`config.mk`:
```
export PLATFORM = sky130hd
export DESIGN_NAME = enemy_walker
export DESIGN_NICKNAME = d
export VERILOG_FILES = /design/src/rtl/enemy_walker.sv
export SDC_FILE = /design/constraint.sdc
export NUM_CORES = 1
export LEC_CHECK = 0
export ABC_AREA = 1
export CAP_MARGIN = 20
export CELL_PAD_IN_SITES_DETAIL_PLACEMENT = 1
export CELL_PAD_IN_SITES_GLOBAL_PLACEMENT = 2
export CORE_MARGIN = 2
export CORE_UTILIZATION = 25
export CTS_CLUSTER_DIAMETER = 200
export DETAILED_ROUTE_END_ITERATION = 12
export PLACE_DENSITY = 0.79
export SLEW_MARGIN = 15
export SYNTH_ARGS = -nofsm -noshare
export SYNTH_HDL_FRONTEND = slang
export SYNTH_SLANG_ARGS = --single-unit
```
`constraint.sdc`:
```
create_clock -name Clk -period 3.39 [get_ports Clk]
set_clock_uncertainty 0.2 [all_clocks]
set_input_delay 0.678 -clock Clk [delete_from_list [all_inputs] [get_ports Clk]]
set_output_delay 0.678 -clock Clk [all_outputs]
set_load 0.05 [all_outputs]
```
`src/rtl/enemy_walker.sv`:
```
// Walking enemy: patrols between bounds, is squashed by a stomp, vanishes after a timed squash and re-arms on spawn.
// Optional ENEMY_WALKER_CHASE_EN: on each walking tick, turn toward Mario before moving.
module enemy_walker #(
  parameter logic [9:0] X_MIN        = 10'd0,
  parameter logic [9:0] X_MAX        = 10'd639,
  parameter logic [9:0] X_ORI        = 10'd400,
  parameter logic [9:0] Y_ORI        = 10'd384,
  parameter logic [9:0] X_STEP       = 10'd2,
  parameter logic [9:0] SIZE         = 10'd32,
  parameter logic [7:0] ANIM_DIV     = 8'd8,
  parameter logic [7:0] SQUASH_TICKS = 8'd30
) (
  input  logic       Clk,
  input  logic       Reset,
  input  logic       frame_clk,
  input  logic [9:0] DrawX,
  input  logic [9:0] DrawY,
  input  logic [9:0] process,
  input  logic [9:0] mario_x,
  input  logic       stomp,
  input  logic       spawn,
  output logic       enemy_on,
  output logic [9:0] enemy_x,
  output logic [9:0] enemy_y,
  output logic       alive,
  output logic       facing,
  output logic [1:0] anim_sel,
  output logic [1:0] state_dbg
);

  localparam logic [1:0] WALK   = 2'd0;
  localparam logic [1:0] SQUASH = 2'd1;
  localparam logic [1:0] GONE   = 2'd2;

  logic [1:0] state;
  logic [2:0] fs;
  logic       tick;
  logic [7:0] anim_cnt;
  logic [7:0] sq_cnt;
  logic       walk_frame;

  logic       dir;
  logic [9:0] mv_x;
  logic       mv_facing;
  logic [10:0] ex11, ey11, wx11, dy11;

  // stomp and spawn are plain one-Clk pulses with no handshake; they act only in WALK and GONE respectively.
  assign tick = fs[1] & ~fs[2];

  assign ex11 = {1'b0, enemy_x};
  assign ey11 = {1'b0, enemy_y};
  assign wx11 = {1'b0, DrawX} + {1'b0, process};
  assign dy11 = {1'b0, DrawY};

  always_comb begin
    dir = facing;
`ifdef ENEMY_WALKER_CHASE_EN
    dir = ({1'b0, mario_x} < ex11) ? 1'b0 : 1'b1;
`endif
    mv_x      = enemy_x;
    mv_facing = dir;
    if (!dir) begin
      if (ex11 < ({1'b0, X_MIN} + {1'b0, X_STEP})) begin
        mv_x      = X_MIN;
        mv_facing = 1'b1;
      end else begin
        mv_x = enemy_x - X_STEP;
      end
    end else begin
      if ((ex11 + {1'b0, SIZE} + {1'b0, X_STEP}) > {1'b0, X_MAX}) begin
        mv_x      = X_MAX - SIZE;
        mv_facing = 1'b0;
      end else begin
        mv_x = enemy_x + X_STEP;
      end
    end
  end

`ifndef ENEMY_WALKER_CHASE_EN
  logic unused_mario;
  assign unused_mario = ^mario_x;
`endif

  always_ff @(posedge Clk or negedge Reset) begin
    if (!Reset) begin
      state      <= WALK;
      fs         <= 3'b000;
      enemy_x    <= X_ORI;
      enemy_y    <= Y_ORI;
      facing     <= 1'b0;
      walk_frame <= 1'b0;
      anim_cnt   <= 8'd0;
      sq_cnt     <= 8'd0;
    end else begin
      fs <= {fs[1:0], frame_clk};
      case (state)
        WALK: begin
          // A stomp on a tick cycle suppresses that tick's move.
          if (stomp) begin
            state  <= SQUASH;
            sq_cnt <= 8'd0;
          end else if (tick) begin
            enemy_x <= mv_x;
            facing  <= mv_facing;
            if (anim_cnt == ANIM_DIV - 8'd1) begin
              anim_cnt   <= 8'd0;
              walk_frame <= ~walk_frame;
            end else begin
              anim_cnt <= anim_cnt + 8'd1;
            end
          end
        end
        SQUASH: begin
          if (tick) begin
            if (sq_cnt == SQUASH_TICKS - 8'd1) state <= GONE;
            else sq_cnt <= sq_cnt + 8'd1;
          end
        end
        GONE: begin
          if (spawn) begin
            state      <= WALK;
            enemy_x    <= X_ORI;
            enemy_y    <= Y_ORI;
            facing     <= 1'b0;
            walk_frame <= 1'b0;
            anim_cnt   <= 8'd0;
          end
        end
        default: state <= WALK;
      endcase
    end
  end

  assign alive     = (state == WALK);
  assign anim_sel  = (state == SQUASH) ? 2'd2 : {1'b0, walk_frame};
  assign state_dbg = state;

  assign enemy_on = (state != GONE) &&
                    (wx11 >= ex11) && (wx11 < ex11 + {1'b0, SIZE}) &&
                    (dy11 >= ey11) && (dy11 < ey11 + {1'b0, SIZE});

endmodule
```
Word-level counts from Yosys, hierarchy flattened
Index checks and enable logic that the tools add are counted.
{"block": "totals", "input_bits": 45, "ram_bits": 0, "latchBits": 0, "out_inout_bits": 27, "regBits": 33, "elab_cells": 80, "romBits": 0, "mem_count": 0}
{"block": "classes", "order_cmp": 6, "bitwise_logic": 3, "n_reduce_logical": 11, "mux": 33, "n_eq_ne": 13, "add_sub_neg": 7, "n_shift": 0, "div": 0, "multipliers": 0}
{"operator": "$mux 10", "count": 6}
{"operator": "$mux 8", "count": 7}
{"operator": "$pmux 8 s2", "count": 2}
{"operator": "$pmux 10 s2", "count": 1}
{"operator": "$add 8x1->8 const B", "count": 2}
{"operator": "$ne 2x2->1 const B", "count": 7}
{"operator": "$reduce_and 4->1", "count": 3}
{"operator": "$add 10x10->11", "count": 1}
{"operator": "$add 10x6->11 const B", "count": 1}
{"operator": "$add 11x2->11 const B", "count": 1}
{"operator": "$ge 11x10->1", "count": 1}
{"operator": "$gt 11x10->1 const B", "count": 1}
{"operator": "$lt 11x11->1", "count": 1}
{"operator": "$add 10x2->10 const B", "count": 1}
{"operator": "$ge 10x9->1 const B", "count": 1}
{"operator": "$lt 10x2->1 const B", "count": 1}
{"operator": "$lt 10x9->1 const B", "count": 1}
{"operator": "$mux 2", "count": 5}
{"operator": "$sub 10x2->10 const B", "count": 1}
{"operator": "$mux 1", "count": 9}
{"operator": "$eq 8x3->1 const B", "count": 1}
{"operator": "$eq 8x5->1 const B", "count": 1}
{"operator": "$pmux 2 s3", "count": 1}
{"operator": "$reduce_and 5->1", "count": 1}
{"operator": "other kinds (9)", "count": 16}

Depth between registers and ports, before layout
Gate-level depths: netlist of run 1.
{"block": "depth", "word_depth": 8, "ltp_mapped": 19, "depth_no_buf": 19}

Least setup slack after synthesis of run 1
No wires, ideal clock.
{"block": "synth_timing", "kind": "in2out", "from": "input port DrawX[2]", "to": "output port enemy_on", "t_required_ns": 2.512, "setup_slack_ns": -0.719, "arrival_time_ns": 3.231, "path_stages": 19, "cell_sequence": "ha_1 a21oi_1 nand2_1 a21oi_1 nor2_1 nor2_1 xor2_1 inv_1 ha_1 nand2_1 nor2_1 o21ai_0 nand3_1 nand2_1 nand2_1 nand2_1 nand2_1 nand2_1 a21oi_1"}
{"block": "synth_via", "elab_chain_cells": 6, "word_cells_on_any_way": 7, "cone_classes": "add/sub: 1; order compare: 2; reduce/logical: 4"}
{"element": "start, declared", "line_no": "16", "text": "input logic [9:0] DrawX,"}
{"element": "$add 10x10->11 *", "line_no": "52", "text": "assign wx11 = {1'b0, DrawX} + {1'b0, process};"}
{"element": "$ge 11x10->1", "line_no": "139", "text": "(wx11 >= ex11) && (wx11 < ex11 + {1'b0, SIZE}) &&"}
{"element": "$logic_and 1x1->1", "line_no": "138", "text": "assign enemy_on = (state != GONE) &&"}
{"element": "$logic_and 1x1->1 * (2 in series)", "line_no": "139"}
{"element": "$logic_and 1x1->1 *", "line_no": "140", "text": "(dy11 >= ey11) && (dy11 < ey11 + {1'b0, SIZE});"}
{"element": "end, declared", "line_no": "22", "text": "output logic enemy_on,"}
Every way passes the cells marked *; elsewhere a longest branch is shown, timed or not.

Worst setup path in the final report of run 1
{"block": "layout_timing", "from": "input port process[5]", "to": "output port enemy_on"}
{"block": "layout_via", "elab_chain_cells": 6, "word_cells_on_any_way": 7, "cone_classes": "add/sub: 1; order compare: 2; reduce/logical: 4"}
{"element": "start, declared", "line_no": "18", "text": "input logic [9:0] process,"}
{"element": "$add 10x10->11 *", "line_no": "52"}
{"element": "$ge 11x10->1", "line_no": "139"}
{"element": "$logic_and 1x1->1", "line_no": "138"}
{"element": "$logic_and 1x1->1 * (2 in series)", "line_no": "139"}
{"element": "$logic_and 1x1->1 *", "line_no": "140"}
Marks and branches as above.

==> flow_summary.toml, run 1 <==
[setup_path]
timing.setup.critical_path_class = "primary input to output port"
critical-path-max-stage-delay_ns = 0.30
timing.critical_path.required_ns = 2.51
timing.critical_path.slowest_stage_cell = "ha_4"
timing.critical_path.cells = "dlygate4sd2_1 > ha_4 > nand2_2 > o21ai_2 > a21oi_4 > o211a_1 > xor2_2 > ha_1 > a21oi_1 > nand2_1 > nand3_1 > nand2_2 > a21oi_4 > buf_12"
worstPathArrival_ns = 2.97
cp-start-kind = "primary input"
critical_path.endpoint_type = "output port"
critical_path.max_fanout = 4

[finish]
final_cells = 711
seq_area_um2 = 830
multiInputGateArea_um2 = 2280
synthToLayoutAreaGrowth_pct = 43.6
ratio_of_cells_with_drive_above_1_in_the_final_layout_pct = 23.7
nets = 620
fill_cells = 1570
n_antenna_cell = 0

[placed_design]
post-dp-hpwl_um = 7630
place.port_buffers = 46
pre_cts_slack_ns = -0.867
gp_congestion = 0.773
placed_cells = 696

[global_routing]
maximum_number_of_pins_on_one_net_before_global_route_repair = 34
wire_length_of_the_first_global_routing_pass_um = 16500
grt_use_total_pct = 15.1
gr-usage-met1_pct = 17.7
initial_antenna_violation_count = 0
global_route.overflow_total = 0
grt.met2_usage_pct = 29.2
globalRoute.busiestLayer = "met2"
via_count_of_the_first_global_routing_pass = 3522
use_met3_pct = 1.66

[drt]
route.antenna.remaining_nets = 0
route.detailed.vias_per_inst = 4.55
drc_errors = 0
vias = 3235
dr.first_iter.drc_count = 95
drt_first_pass_iters = 4
totalWireLength_um = 9720
wl_per_instance_um = 13.7

[clocking]
cts_inserted_buffers = 5
cts_tree = "built"
ctsLongestPathBuffers = 2
cts_root_buf = "clkbuf_16"
clock-sinks = 33
cts.hold.buffers_added = 0
worst_setup_hold_path_clk_slew_ns = 0.05
worst_skew_pair.late_latency_ns = 0.28
cts-htree-levels = 2

[pwr]
pwr-share-seq_pct = 23.1
leakagePower_nw = 2.15
total_power_mw = 2.69
power.density_nw_per_um2 = 593
combinationalPowerShare_pct = 54.6
cell_internal_pwr_mw = 1.48
switchingPower_mw = 1.21
power.share.clock_pct = 22.3
power.ir.vdd_worst_mv = 0.207
sw_frac_of_total_pct = 45.0

[sta]
setup_repair_after_global_routing_missed_its_margin = "true"
final.setup.worst_slack_ns = -0.461
slew-limit-headroom_pct = 64.1
final-hold-violation-count = 0
final-max-slew-violation-count = 0
timing.final.setup_violations = 1
fin_worst_hold_slack_ns = 0.155
finalSetupTns_ns = -0.461
max_slew.worst_pin.slew_ns = 0.537
maxClockFrequency_ghz = 0.260
period_share_pct = 114
finalWorstPathRequiredPeriod_ns = 3.85

[die]
die_area_um2 = 13600
core_um2 = 12500
fp-row-count = 41
dieHeight_um = 117
initial_core_util_pct = 25.3
top_level_pins = 72
die_width_um = 117

[logic_synthesis]
synth_cell_type_count = 37
synth_seq_area_share_pct = 26.2
ys_seq_elements = 33
ys.warnings.count = 0
synth.cell_area_um2 = 3170
syn-mean-instance-area_um2 = 6.99
synthCells = 453

[flow_run]
max_cap_violations = 0

[min_path]
hp-class = "register to register"

[outcome]
violations = "negative setup slack"
status = "complete, but fails checks"
-- per-layer routing --
metal,vias up,share of wire [%],wire length (µm)
li1,1612,-,-
met1,1565,44,4310
met2,50,52,5050
met3,8,2.7,258
met4,0,1.0,98
met5,-,0,0
-- synth_stat cells --
cell / number / share of area (%)
nand2_1: 100 / 12
a22oi_1: 1 / 0.24
nor3b_1: 1 / 0.24
nor3b_2: 1 / 0.40
inv_2: 5 / 0.59
inv_1: 67 / 7.9
o21bai_1: 2 / 0.47
dfrtp_1: 30 / 24
nand2_2: 4 / 0.79
o211ai_1: 2 / 0.47
o21ai_0: 19 / 3.0
a31oi_2: 1 / 0.40
o31ai_1: 1 / 0.24
nor2_4: 1 / 0.36
o211a_1: 1 / 0.32
dfstp_2: 3 / 2.5
and3_1: 2 / 0.40
o21ai_1: 7 / 1.1
fa_1: 1 / 0.63
nor2_1: 39 / 4.6
nor3_1: 7 / 1.1
a211oi_1: 1 / 0.24
nand3b_1: 2 / 0.47
a31oi_1: 2 / 0.40
xor2_1: 14 / 3.9
xnor2_1: 5 / 1.4
a21oi_1: 31 / 4.9
nand3_2: 3 / 0.95
buf_4: 14 / 3.3
nor2_2: 6 / 1.2
nor4_1: 2 / 0.40
conb_1: 2 / 0.24
buf_2: 2 / 0.32
nor3_2: 2 / 0.63
nand4_1: 11 / 2.2
ha_1: 36 / 14
nand3_1: 25 / 4.0
-- cells in the final DEF, fill, tap and decap left out, types with 4 or more instances in the layout --
| cell type | n |
|---|---|
| nand2_1 | 92 |
| inv_1 | 61 |
| nor2_1 | 37 |
| buf_4 | 35 |
| dfrtp_1 | 30 |
| clkdlybuf4s50_1 | 27 |
| a21oi_1 | 24 |
| ha_1 | 23 |
| nand3_1 | 22 |
| o21ai_0 | 16 |
| xor2_1 | 13 |
| ha_4 | 12 |
| inv_2 | 11 |
| nand2_2 | 11 |
| nand4_1 | 11 |
| conb_1 | 10 |
| dlygate4sd2_1 | 10 |
| o21ai_1 | 8 |
| nor3_1 | 7 |
| buf_6 | 7 |
| nand3_2 | 6 |
| nor2_2 | 6 |
| clkbuf_16 | 5 |
| a21oi_2 | 4 |
| buf_2 | 4 |
-- state kept, by name (all words and copies together) (netlist names) --
name	count
sq_cnt	8
state_dbg	2
facing	1
walk_frame	1
anim_cnt	8
enemy_x	10
fs	3
-- final timing paths --
| kind | from | to | slack, ns | cells after the start |
|---|---|---|---|---|
| worst max-delay path | process[5] | enemy_on | -0.46 | 14 |
| worst min-delay path | fs[0] | fs[1] | 0.15 | 0 |
| worst max register to register | enemy_x[6] | enemy_x[6] | 0.98 | 12 |
| worst min register to register | fs[0] | fs[1] | 0.15 | 0 |
| max in group asynchronous | Reset | enemy_x[7] | 2.04 | 2 |
| min in group asynchronous | Reset | enemy_x[6] | 0.61 | 2 |
-- area by class of cell --
| type | count | area share, % |
|---|---|---|
| Inverter | 72 | 5.94 |
| Sequential cell | 33 | 18.2 |
| Clock buffer | 5 | 2.75 |
| Timing Repair Buffer | 86 | 16.7 |
| Clock inverter | 3 | 1.43 |
| Tap cell | 172 | 4.73 |
| Multi-Input combinational cell | 340 | 50.2 |
-- power by group through the flow --
stage	Combinational, mW	Clock, mW	Sequential (mW)
CTS	1.48	0.610	0.623
floorplan	0.827	0	0.734
detailed placement	1.39	0	0.627
global route	1.67	0.625	0.643
global placement	1.34	0	0.623
finish	1.47	0.602	0.621
-- logic make-up after synthesis --
logic type,after synthesis,synth area share (%)
adders and majority gates,37,14.9
and+or+nand+nor,206,29.5
DFF,33,26.2
AOI/OAI and AO/OA,68,11.8
other,2,0.237
xor gates and xnor gates,19,5.25
buffers and inverters,88,12.2
-- what timing repair did --
item                       in CTS  in global routing
pin swaps                      48                  3
setup endpoints to repair       1                  1
gates resized for setup        89                  5
buffers inserted                7                  0
-- metrics by stage --
step                      util [%]  area, µm²
after floorplan                  -       3230
after global placement        32.3       4050
after detailed placement      32.3       4050
after CTS                     36.2       4530
after global routing          36.3       4550
final                         36.3       4550
-- critical path: cells and delay by family --
family | cells | cell delay (ns)
adders and majority gates | 2 | 0.59
AOI/OAI and AO/OA | 5 | 0.79
buffers and inverters | 2 | 0.41
xor gates and xnor gates | 1 | 0.19
and+or+nand+nor | 4 | 0.31
Note: power is estimated with default switching activity, not from simulation.
==> run 2, diff against run 1 <==
--- a/config.mk
+++ b/config.mk
@@ -13,6 +13,7 @@
 export CORE_UTILIZATION = 25
 export CTS_CLUSTER_DIAMETER = 200
 export DETAILED_ROUTE_END_ITERATION = 12
+export GPL_ROUTABILITY_DRIVEN = 0
 export PLACE_DENSITY = 0.79
 export SLEW_MARGIN = 15
 export SYNTH_ARGS = -nofsm -noshare
==> results of run 2 <==
The final DEF is identical to that of run 1; final timing and power are the same.
==> run 3, diff against run 2 <==
--- a/config.mk
+++ b/config.mk
@@ -13,7 +13,6 @@
 export CORE_UTILIZATION = 25
 export CTS_CLUSTER_DIAMETER = 200
 export DETAILED_ROUTE_END_ITERATION = 12
-export GPL_ROUTABILITY_DRIVEN = 0
 export PLACE_DENSITY = 0.79
 export SLEW_MARGIN = 15
 export SYNTH_ARGS = -nofsm -noshare
==> results of run 3 <==
The final DEF is identical to that of run 1; final timing and power are the same.
